**config.mk**
```make
export PLATFORM = sky130hd
export DESIGN_NAME = kurm_alu_sequencer
export DESIGN_NICKNAME = d
export VERILOG_FILES = /design/src/rtl/kurm_pkg.sv /design/src/rtl/kurm_decode.sv /design/src/rtl/kurm_alu_sequencer.sv
export SDC_FILE = /design/constraint.sdc
export NUM_CORES = 1
export LEC_CHECK = 0
export CORE_MARGIN = 5
export CORE_UTILIZATION = 47
export DETAILED_ROUTE_END_ITERATION = 16
export GPL_TIMING_DRIVEN = 0
export PLACE_DENSITY = 0.88
export RECOVER_POWER = 25
export SYNTH_ARGS = -nofsm -noshare
export SYNTH_HDL_FRONTEND = slang
export SYNTH_SLANG_ARGS = --single-unit
export TNS_END_PERCENT = 1
```
**constraint.sdc**
```tcl
create_clock -name clk -period 5 [get_ports clk]
set_clock_uncertainty 0.2 [all_clocks]
set_input_delay 0.75 -clock clk [delete_from_list [all_inputs] [get_ports clk]]
set_output_delay 0.75 -clock clk [all_outputs]
set_load 0.02 [all_outputs]
```
**src/rtl/kurm_pkg.sv**
```systemverilog
// Shared opcode, ALU encoding, FSM state and decode bundle definitions
// for the KURM ALU sequencer.
package kurm_pkg;

   localparam logic [3:0] OP_AND = 4'b0000;
   localparam logic [3:0] OP_ORR = 4'b0001;
   localparam logic [3:0] OP_ADD = 4'b0010;
   localparam logic [3:0] OP_SUB = 4'b0011;
   localparam logic [3:0] OP_ADC = 4'b0100;
   localparam logic [3:0] OP_SLT = 4'b0111;
   localparam logic [3:0] OP_CMP = 4'b1000;
   localparam logic [3:0] OP_BEQ = 4'b1001;
   localparam logic [3:0] OP_BLT = 4'b1010;
   localparam logic [3:0] OP_BGT = 4'b1011;
   localparam logic [3:0] OP_NOP = 4'b1111;

   localparam logic [2:0] ALU_AND = 3'b000;
   localparam logic [2:0] ALU_ORR = 3'b001;
   localparam logic [2:0] ALU_ADD = 3'b010;
   localparam logic [2:0] ALU_SUB = 3'b011;
   localparam logic [2:0] ALU_SLT = 3'b111;

   typedef enum logic [2:0] {
      ST_IDLE,
      ST_DECODE,
      ST_EXEC,
      ST_WB,
      ST_BRANCH
   } state_t;

   typedef struct packed {
      logic [2:0] alu_op;
      logic       use_carry;
      logic       writes_rd;
      logic       sets_c;
      logic       sets_cmp;
      logic       is_branch;
      logic       is_illegal;
   } dec_t;

endpackage

```
**src/rtl/kurm_decode.sv**
```systemverilog
// Combinational opcode decoder: maps a KURM opcode to the control bundle
// the sequencer uses to steer the ALU, writeback and flag capture.
module kurm_decode
   import kurm_pkg::*;
(
   input  logic [3:0] i_op,
   output dec_t       o_dec
);

   always_comb begin
      o_dec = '0;
      case (i_op)
         OP_AND: begin
            o_dec.alu_op    = ALU_AND;
            o_dec.writes_rd = 1'b1;
         end
         OP_ORR: begin
            o_dec.alu_op    = ALU_ORR;
            o_dec.writes_rd = 1'b1;
         end
         OP_ADD: begin
            o_dec.alu_op    = ALU_ADD;
            o_dec.writes_rd = 1'b1;
            o_dec.sets_c    = 1'b1;
         end
         OP_ADC: begin
            o_dec.alu_op    = ALU_ADD;
            o_dec.use_carry = 1'b1;
            o_dec.writes_rd = 1'b1;
            o_dec.sets_c    = 1'b1;
         end
         OP_SUB: begin
            o_dec.alu_op    = ALU_SUB;
            o_dec.writes_rd = 1'b1;
            o_dec.sets_c    = 1'b1;
            o_dec.sets_cmp  = 1'b1;
         end
         OP_SLT: begin
            o_dec.alu_op    = ALU_SLT;
            o_dec.writes_rd = 1'b1;
            o_dec.sets_cmp  = 1'b1;
         end
         OP_CMP: begin
            o_dec.alu_op    = ALU_SUB;
            o_dec.sets_c    = 1'b1;
            o_dec.sets_cmp  = 1'b1;
         end
         OP_BEQ, OP_BLT, OP_BGT: begin
            o_dec.is_branch = 1'b1;
         end
         OP_NOP: begin
            o_dec.alu_op = ALU_AND;
         end
         default: begin
            o_dec.is_illegal = 1'b1;
         end
      endcase
   end

endmodule

```
**src/rtl/kurm_alu_sequencer.sv**
```systemverilog
// Multi-cycle control sequencer for the KURM ALU: fetch handshake,
// decode, ALU/register-file steering, flag capture and branch resolution.
module kurm_alu_sequencer
   import kurm_pkg::*;
#(
   parameter int REG_AW   = 4,
   parameter int BR_OFF_W = 8
) (
   input  logic                clk,
   input  logic                reset,
   input  logic [15:0]         instr,
   input  logic                instr_valid,
   output logic                instr_ready,
   input  logic                alu_lt,
   input  logic                alu_eq,
   input  logic                alu_gt,
   input  logic                alu_c_out,
   output logic [2:0]          alu_op,
   output logic                alu_c_in,
   output logic [REG_AW-1:0]   rf_ra,
   output logic [REG_AW-1:0]   rf_rb,
   output logic [REG_AW-1:0]   rf_wa,
   output logic                rf_we,
   output logic                br_taken,
   output logic [BR_OFF_W-1:0] br_offset,
   output logic                flag_lt,
   output logic                flag_eq,
   output logic                flag_gt,
   output logic                flag_c,
   output logic                done,
   output logic                illegal
);

   state_t              r_state;
   logic [3:0]          r_op;
   logic [BR_OFF_W-1:0] r_off;
   logic [2:0]          r_alu_op;
   logic                r_alu_c_in;
   logic [REG_AW-1:0]   r_ra, r_rb, r_wa;
   logic                r_rf_we, r_br_taken, r_done, r_illegal;
   logic [BR_OFF_W-1:0] r_br_offset;
   logic                r_flag_lt, r_flag_eq, r_flag_gt, r_flag_c;
   dec_t                w_dec;
   logic                w_br_cond;
   logic                w_exec;

   kurm_decode u_decode (
      .i_op  (r_op),
      .o_dec (w_dec)
   );

   // NOP has no ALU work; everything that writes or compares goes through EXEC
   assign w_exec = w_dec.writes_rd | w_dec.sets_cmp;

   always_comb begin
      w_br_cond = 1'b0;
      case (r_op)
         OP_BEQ:  w_br_cond = r_flag_eq;
         OP_BLT:  w_br_cond = r_flag_lt;
         OP_BGT:  w_br_cond = r_flag_gt;
         default: w_br_cond = 1'b0;
      endcase
   end

   always_ff @(posedge clk) begin
      if (reset) begin
         r_state     <= ST_IDLE;
         r_op        <= '0;
         r_off       <= '0;
         r_alu_op    <= '0;
         r_alu_c_in  <= 1'b0;
         r_ra        <= '0;
         r_rb        <= '0;
         r_wa        <= '0;
         r_rf_we     <= 1'b0;
         r_br_taken  <= 1'b0;
         r_br_offset <= '0;
         r_done      <= 1'b0;
         r_illegal   <= 1'b0;
         r_flag_lt   <= 1'b0;
         r_flag_eq   <= 1'b0;
         r_flag_gt   <= 1'b0;
         r_flag_c    <= 1'b0;
      end else begin
         r_rf_we    <= 1'b0;
         r_br_taken <= 1'b0;
         r_done     <= 1'b0;
         r_illegal  <= 1'b0;
         case (r_state)
            ST_IDLE: begin
               if (instr_valid) begin
                  r_op    <= instr[15:12];
                  r_off   <= instr[BR_OFF_W-1:0];
                  r_wa    <= instr[8 +: REG_AW];
                  r_ra    <= instr[4 +: REG_AW];
                  r_rb    <= instr[0 +: REG_AW];
                  r_state <= ST_DECODE;
               end
            end
            ST_DECODE: begin
               if (w_dec.is_branch) begin
                  r_done      <= 1'b1;
                  r_br_taken  <= w_br_cond;
                  r_br_offset <= r_off;
                  r_state     <= ST_BRANCH;
               end else if (w_exec) begin
                  r_alu_op   <= w_dec.alu_op;
                  r_alu_c_in <= w_dec.use_carry & r_flag_c;
                  r_state    <= ST_EXEC;
               end else begin
                  r_done    <= 1'b1;
                  r_illegal <= w_dec.is_illegal;
                  r_state   <= ST_WB;
               end
            end
            ST_EXEC: begin
               if (w_dec.sets_c) begin
                  r_flag_c <= alu_c_out;
               end
               if (w_dec.sets_cmp) begin
                  r_flag_lt <= alu_lt;
                  r_flag_eq <= alu_eq;
                  r_flag_gt <= alu_gt;
               end
               r_rf_we <= w_dec.writes_rd;
               r_done  <= 1'b1;
               r_state <= ST_WB;
            end
            ST_WB:     r_state <= ST_IDLE;
            ST_BRANCH: r_state <= ST_IDLE;
            default:   r_state <= ST_IDLE;
         endcase
      end
   end

   assign instr_ready = (r_state == ST_IDLE);
   assign alu_op      = r_alu_op;
   assign alu_c_in    = r_alu_c_in;
   assign rf_ra       = r_ra;
   assign rf_rb       = r_rb;
   assign rf_wa       = r_wa;
   assign rf_we       = r_rf_we;
   assign br_taken    = r_br_taken;
   assign br_offset   = r_br_offset;
   assign flag_lt     = r_flag_lt;
   assign flag_eq     = r_flag_eq;
   assign flag_gt     = r_flag_gt;
   assign flag_c      = r_flag_c;
   assign done        = r_done;
   assign illegal     = r_illegal;

endmodule

```
* Yosys cells after proc, flatten, opt, wreduce, memory -nomap -nowiden *
Index checks and enable logic that the tools add are counted.

operators by class
  equal/unequal tests = 13
  multiplexer cells = 15
  bitwise operators = 5
  reduce and logical (&&, ||, !) cells = 17

operator list
  kind                count
  $eq 4x4->1 const B  5
  $pmux 3 s4          1
  $reduce_or 11->1    1
  $mux 1              9
  $pmux 3 s3          1
  $reduce_or 3->1     3
  $eq 4x2->1 const B  2
  $eq 4x3->1 const B  2
  $reduce_and 2->1    4
  $reduce_or 4->1     2
  $mux 3              2
  $reduce_or 2->1     3
  $reduce_or 6->1     1
  $eq 4x1->1 const B  1
  $logic_not 4->1     1
  $eq 3x1->1 const B  1
  $eq 3x2->1 const B  1
  $logic_not 3->1     1
  $not 1->1           3
  $pmux 1 s3          1
  $reduce_and 3->1    1
  $ne 2x2->1 const B  1
  $pmux 1 s2          1
  $and 1x1->1         1
  $or 1x1->1          1

word-level totals
  register bits after elaboration = 47
  input port bits = 23
  logic and storage cells = 67

* Longest topological paths before layout *
Gate-level depths: netlist of the first run.

  depth after elaboration = 7
  depth in mapped cells = 6
  depth with buffers taken out = 4

* Hierarchy *
From an unflattened synthesis of the first run, not the netlist that was laid out.

unflattened totals
  cell total of the unflattened synthesis = 198
  area, all modules = 1659.1 µm²

modules (own cells, without submodules)
  module              times used  cells an instance  area an instance (µm²)
  kurm_alu_sequencer  1           173                1488.9
  kurm_decode         1           25                 170.2

* Worst setup path after synthesis of the first run *
No wires, ideal clock.

  path type = flip-flop to flip-flop
  start = register r_state[1]
  end = register r_off[0]
  arrival = 1.631 ns
  data required time = 4.730 ns
  slack = 3.098 ns
  cell stages (with the launch flop) = 7
  path buffers = 2
  cells stage by stage = dfxtp_1 > nor3_1 > and2_1 > clkbuf_2 > buf_2 > nand2_1 > a21oi_1

on the way
  cells in the longest elaborated chain, start to end = 2

ends and longest elaborated chain
  item                        RTL line                   RTL
  from (decl)                 kurm_alu_sequencer.sv:34   state_t r_state;
  from (signal assigned)      kurm_alu_sequencer.sv:67   r_state <= ST_IDLE;
  from (signal assigned)      kurm_alu_sequencer.sv:97   r_state <= ST_DECODE;
  from (signal assigned)      kurm_alu_sequencer.sv:105  r_state <= ST_BRANCH;
  $logic_not 3->1             --
  via instr_ready             kurm_alu_sequencer.sv:13   output logic instr_ready,
  $reduce_and 2->1 (no line)  --
  to (signal assigned)        kurm_alu_sequencer.sv:93   r_off <= instr[BR_OFF_W-1:0];
  to (decl)                   kurm_alu_sequencer.sv:36   logic [BR_OFF_W-1:0] r_off;

The timed path passes the listed nets, and every way through them passes these cells.
A chain may end at the register's enable or synchronous reset.

* Worst setup path after layout of the first run *
  start = register r_state[1]
  end = output instr_ready

on the way
  cells in the longest elaborated chain, start to end = 1

ends and longest elaborated chain
  item             RTL line                   RTL
  $logic_not 3->1  kurm_alu_sequencer.sv:136  assign instr_ready = (r_state == ST_IDLE);
  to (decl)        kurm_alu_sequencer.sv:13

Every way passes these cells.

==> out/results.ini, run 1 <==
[cts]
clock_path_buffers=2
clkLatencyLatePin_ps=350
tritoncts=done
cts-root-buf=clkbuf_4
clkSinkCount=39
ctsHoldBuffers=0
cts.clk_slew.worst_paths_ps=120
postCtsSetupBuffers=0
cts_max_level=2
cts-buffers-inserted=5
ctsResizeCount=0

[timing]
finalHoldViolations=0
setup_viol=0
slew_headroom=0.680
finalCritPeriodShare=0.546
grt_setup_unrepaired=false
period_needed_ps=2730
setup_tns_ps=0
drv_slew=0
clock.fmax_mhz=366
tightestPinTransition_ps=480

[die]
die_w_um=67.7
fp.dieH_um=67.7
fp.coreArea_um2=3280
die_area_um2=4580
io_pins=56
initial_core_util=0.477
core.rowCount=21

[power_and_ir_drop]
peakVddDrop_mv=0.200
p_int_mw=0.442
clockPowerShare=0.250
swShare=0.290
p_sw_mw=0.181
seqPwrFrac=0.542
p_leak_nw=0.817
comb_power_share=0.208
p_per_area_nw_per_um2=280

[yosys]
synth.area.top_cells=dfxtp_1 (50%), nand2_1 (8.9%), mux2i_1 (7.7%)
async_flop_share=0
synthFlopType=dfxtp_1
synth_top_area_frac=0.499
synth_edf_count=0
synth_warnings=0
syn_avg_cell_area_um2=8.89
syn_area_um2=1570
ys_types=35
syn_nets=199
yosys.area.top_type=dfxtp_1
synthCells=176
yosys_register_bits=39
ys_seq_area_frac=0.499

[cells_and_area]
nets=261
antennaDiodeCount=0
drive_gt1_frac=0.0586
utilization=0.677
areaGrowthSynthToFinish_pct=42.0

[drt]
detail-route-antenna-nets=0
vias=1447
wl_um=3790
drt-wirelength-per-cell_um=13.3
drcViolationCount=0
drtIter0Drc=166
dr.pass1.iters=4
viasPerCell=5.08

[place]
io_buffers=55
finalWeightedCongestion=0.874
dp_hpwl_um=2840

[grt]
grt_max_degree=12
grtUsageTotal=0.187
grt_pass1_vias=1400
grt_overflow=0
antenna_found_initial=0
grt_pass1_wl_um=6310

[setup_path]
slowest_delay_ps=680
cp-end-kind=output port
crit_buf_inv=1
path_cells=nor3_1 -> clkdlybuf4s50_1
crit_arrival_ps=1780
criticalPathCategory=reg2out
critPathSlowestCell=clkdlybuf4s50_1
crit_path_start_kind=flip-flop
critical_path.top_delay_family=buffers and inverters
cp_max_fo=8
cp_data_required_time_ps=4050

[run]
maxCapViolCount=0

[run_status]
status=finished clean

[hold_path]
min_path_type=reg2reg

-- power by group through the flow --
stage               Sequential (mW)  Clock, mW  Combinational [mW]
floorplan                     0.356          0              0.0597
global placement              0.344          0               0.127
detailed placement            0.345          0               0.130
CTS                           0.337      0.157               0.130
global route                  0.340      0.176               0.141
finish                        0.338      0.156               0.129
-- tightest hold or removal path: stages (launching register included) --
cell and delay [ps]:
dfxtp_1 330, nand2_1 50, a21oi_1 50
-- cell usage after synthesis, types with 2 or more instances --
cell and number:
a221oi_1 2, buf_2 4, and2_1 2, dfxtp_1 39, nand3b_1 2, nand2b_1 2, xor2_1 2, nor4b_1 2
nor2_1 15, clkbuf_1 6, a31oi_1 2, inv_1 3, nor3b_1 2, mux2i_1 12, o21ai_0 3, nand2_1 37
nor3_1 4, a21oi_1 19, a211oi_1 2
-- layout by cell type (no fill, tap or decap), types with 2 or more instances in the layout --
| master | n |
|---|---|
| nand2b_1 | 2 |
| buf_2 | 3 |
| a31oi_1 | 2 |
| a221oi_1 | 2 |
| inv_1 | 3 |
| clkdlybuf4s50_1 | 54 |
| nor3b_1 | 2 |
| xor2_1 | 2 |
| nand3b_1 | 2 |
| nor2_1 | 15 |
| clkbuf_1 | 9 |
| a21oi_1 | 19 |
| nand2_1 | 37 |
| mux2i_1 | 12 |
| clkbuf_4 | 5 |
| nor3_1 | 4 |
| nor4b_1 | 2 |
| a211oi_1 | 2 |
| dfxtp_1 | 39 |
| o21ai_0 | 3 |
-- registers in the layout, indices dropped and copies added, names as in the netlist --
register,cells
done,1
r_off,7
rf_we,1
flag_lt,1
flag_c,1
rf_ra,1
alu_c_in,1
br_offset,8
r_op,4
illegal,1
rf_wa,4
flag_eq,1
r_state,3
br_taken,1
alu_op,3
flag_gt,1
-- cell type report --
| class | count | area, um^2 |
|---|---|---|
| Inverter | 3 | 11.3 |
| Sequential cell | 39 | 781 |
| Tap cell | 46 | 57.6 |
| Timing Repair Buffer | 55 | 551 |
| Clock buffer | 7 | 45.0 |
| Fill cell | 273 | 1060 |
| Clock inverter | 1 | 5.00 |
| Buffer | 12 | 57.6 |
| Multi-Input combinational cell | 122 | 714 |
-- cell families (layout without fill, tap and decap cells) --
group                  count (synthesis)  after routing  synth area share
AND/OR/NAND/NOR                       73             73             0.231
flip-flops                            39             39             0.499
AO/OA/AOI/OAI                         34             34             0.130
buffers and inverters                 15             78            0.0448
multiplexers                          13             13            0.0839
XOR/XNOR                               2              2            0.0112
-- metal layers --
metal,vias to the layer above,wire length [um],GRT usage
met5,-,0,0
met4,0,53,0.0684
li1,725,-,-
met1,671,1550,0.195
met3,7,370,0.0982
met2,44,1820,0.317
-- worst paths after layout --
path,endpoint,slack (ps),depth (start not counted),from
worst max-delay path,instr_ready,2270,2,r_state[1]$_SDFFE_PP0P_
worst max register to register,alu_op[0]$_SDFFE_PP0P_,3050,5,r_op[0]$_SDFFE_PP0P_
worst min-delay path,rf_wa[2]$_SDFFE_PP0P_,260,2,rf_wa[2]$_SDFFE_PP0P_
worst min register to register,rf_wa[2]$_SDFFE_PP0P_,260,2,rf_wa[2]$_SDFFE_PP0P_
-- stage by stage --
step | setup slack [ps] | cells | power [mW] | hold WS (ps) | instance area, um^2
floorplan | 3100 | 176 | 0.416 | 290 | 1570
global route | 2180 | 285 | 0.657 | 281 | 2220
detailed placement | 2470 | 277 | 0.474 | 251 | 2170
global placement | 2510 | 277 | 0.471 | 241 | 2170
CTS | 2290 | 285 | 0.625 | 265 | 2220
finish | 2270 | 285 | 0.623 | 261 | 2220
Note: power is estimated with default switching activity, not from simulation.
==> run 2: changes to the inputs <==
--- a/config.mk
+++ b/config.mk
@@ -6,10 +6,10 @@
 export NUM_CORES = 1
 export LEC_CHECK = 0
 export CORE_MARGIN = 5
-export CORE_UTILIZATION = 47
+export CORE_UTILIZATION = 44
 export DETAILED_ROUTE_END_ITERATION = 16
 export GPL_TIMING_DRIVEN = 0
-export PLACE_DENSITY = 0.88
+export PLACE_DENSITY = 0.84
 export RECOVER_POWER = 25
 export SYNTH_ARGS = -nofsm -noshare
 export SYNTH_HDL_FRONTEND = slang
==> constraint.sdc (replaced) <==
create_clock -name clk -period 2.8 [get_ports clk]
set_clock_uncertainty 0.2 [all_clocks]
set_input_delay 0.42 -clock clk [delete_from_list [all_inputs] [get_ports clk]]
set_output_delay 0.42 -clock clk [all_outputs]
set_load 0.02 [all_outputs]
==> run 2 against run 1 <==
Against the previous run:
- cell count did not move
- register-to-register slack got worse by 2300 ps
- sequential share of layout area rose by 0.059 points
- sequential cell count did not move
- critical path type unchanged
- total power rose by 77%
- global-route usage fell by 3.5 points
- core utilization fell by 2.2 points
- critical path depth did not move
- non-clock buffer count did not move
==> out/results.ini, run 2 (synthesized netlist as in run 1, its figures left out) <==
[power_and_ir_drop]
p_per_area_nw_per_um2=495  ; +77%
peakVddDrop_mv=0.374  ; +87%
power_mw=1.10  ; +77%
p_leak_nw=0.819  ; +0.27%

[cts]
clkSinkCount=39  ; unchanged
tritoncts=done
ctsHoldBuffers=0  ; unchanged
ctsResizeCount=0  ; unchanged
cts-buffers-inserted=5  ; unchanged
cts_max_level=2  ; unchanged
clkLatencyLatePin_ps=340  ; about the same
clock_path_buffers=2  ; unchanged
cts.clk_slew.worst_paths_ps=110  ; about the same
postCtsSetupBuffers=0  ; unchanged
cts-root-buf=clkbuf_4

[die]
die_w_um=69.6  ; +2.9%
die_area_um2=4850  ; +5.8%
fp.dieH_um=69.6  ; +2.9%
core.rowCount=21  ; unchanged
io_pins=56  ; unchanged
initial_core_util=0.462  ; -0.0148
fp.coreArea_um2=3390  ; +3.2%

[setup_path]
rr_endpoint=alu_op[1]$_SDFFE_PP0P_
cp-end-kind=output port
rrSetupSlack_ps=790  ; -2260 ps
path_cells=nor3_1 -> clkdlybuf4s50_1
endpoint=instr_ready
startpoint=r_state[1]$_SDFFE_PP0P_
r2r_start=r_op[0]$_SDFFE_PP0P_
rr_worst_depth=5  ; unchanged
slowest_delay_ps=670  ; about the same
cp_data_required_time_ps=2180  ; -1870 ps
critPathSlowestCell=clkdlybuf4s50_1
crit_arrival_ps=1730  ; -50 ps
cp_max_fo=8  ; unchanged
criticalPathCategory=reg2out
crit_path_start_kind=flip-flop

[cells_and_area]
largest_register_ffs=8  ; unchanged
nets=261  ; unchanged
antennaDiodeCount=0  ; unchanged
drive_gt1_frac=0.0502  ; -0.00837
mostFrequentLayoutCells=clkdlybuf4s50_1 (52), dfxtp_1 (39), nand2_1 (37)
final_common_cell=clkdlybuf4s50_1
areaGrowthSynthToFinish_pct=41.7
utilization=0.654  ; -0.0221
fin_area_um2=2220  ; -0.17%

[place]
io_buffers=55  ; unchanged
finalWeightedCongestion=0.870  ; -0.39%
dp_hpwl_um=2660  ; -6.2%
dpl_cell_area_um2=2170  ; unchanged

[drt]
drtIter0Drc=85  ; -49%
dr.pass1.iters=4  ; unchanged
viasPerCell=5.00  ; -1.6%
vias=1424  ; -1.6%
wl_um=3650  ; -3.8%
drt-wirelength-per-cell_um=12.8  ; -3.8%
detail-route-antenna-nets=0  ; unchanged
drcViolationCount=0  ; unchanged

[timing]
clock.fmax_mhz=425
drv_slew=0  ; unchanged
period_needed_ps=2350
finalHoldViolations=0  ; unchanged
tightestPinTransition_ps=533  ; +53.0 ps
finalCritPeriodShare=0.841
setup_tns_ps=0  ; unchanged
setup_viol=0  ; unchanged
slew_headroom=0.645  ; -0.0353
timing.hold.ws_ps=259  ; -2.04 ps
grt_setup_unrepaired=false

[grt]
grt_pass1_vias=1282  ; -8.4%
antenna_found_initial=0  ; unchanged
grt_overflow=0  ; unchanged
grtUsageTotal=0.152  ; -0.0348
grt_pass1_wl_um=5930  ; -6.1%
grt_max_degree=12  ; unchanged

[run]
maxCapViolCount=0  ; unchanged

[run_status]
status=finished clean

[hold_path]
min_path_type=reg2reg

run 2: area by class of cell:
| type | count | area (um^2) |
|---|---|---|
| buffer | 12 | 56.3 |
| clock buffer | 7 | 45.0 |
| clock inverter | 1 | 5.00 |
| fill | 283 | 1170 |
| inverter | 3 | 11.3 |
| multi-input combinational | 122 | 712 |
| sequential | 39 | 781 |
| tap | 46 | 57.6 |
| timing repair buffer | 55 | 551 |
run 2: where the power goes:
part / switching [mW] / internal [mW] / total [mW] / leakage [nW]
clock: 0.172 / 0.0979 / 0.270 / 0.0293
sequential: 0.0199 / 0.582 / 0.602 / 0.317
combinational: 0.121 / 0.107 / 0.227 / 0.473
total: 0.312 / 0.787 / 1.10 / 0.819
run 2: worst max-delay path, delay by kind of cell (launching register included):
family | cells | cell delay, ps
simple gates | 1 | 330
flops | 1 | 390
buf+inv | 1 | 670
run 2: worst min-delay path by stage:
| stage | from | slack (ps) | cells after the start | endpoint |
|---|---|---|---|---|
| 2_1_floorplan | r_state[2]$_SDFFE_PP0P_ | 290 | 1 | r_state[1]$_SDFFE_PP0P_ |
| 4_1_cts | rf_wa[2]$_SDFFE_PP0P_ | 260 | 2 | rf_wa[2]$_SDFFE_PP0P_ |
| 5_1_grt | alu_op[0]$_SDFFE_PP0P_ | 290 | 2 | alu_op[0]$_SDFFE_PP0P_ |
| 3_5_place_dp | rf_wa[2]$_SDFFE_PP0P_ | 250 | 2 | rf_wa[2]$_SDFFE_PP0P_ |
| 6_report | rf_wa[2]$_SDFFE_PP0P_ | 260 | 2 | rf_wa[2]$_SDFFE_PP0P_ |
| 3_3_place_gp | rf_wa[0]$_SDFFE_PP0P_ | 240 | 2 | rf_wa[0]$_SDFFE_PP0P_ |
run 2: stage by stage:
stage / cells / worst slack [ps]
after CTS: 285 / 451
after global routing: 285 / 365
final: 285 / 446
after detailed placement: 277 / 570
after global placement: 277 / 591
after floorplan: 176 / 898
run 2: metal layers:
layer / GRT usage / vias up / share of wire
li1: - / 729 / -
met1: 0.170 / 625 / 0.42
met2: 0.234 / 63 / 0.43
met3: 0.103 / 7 / 0.14
met4: 0.0447 / 0 / 0.014
met5: 0 / - / 0
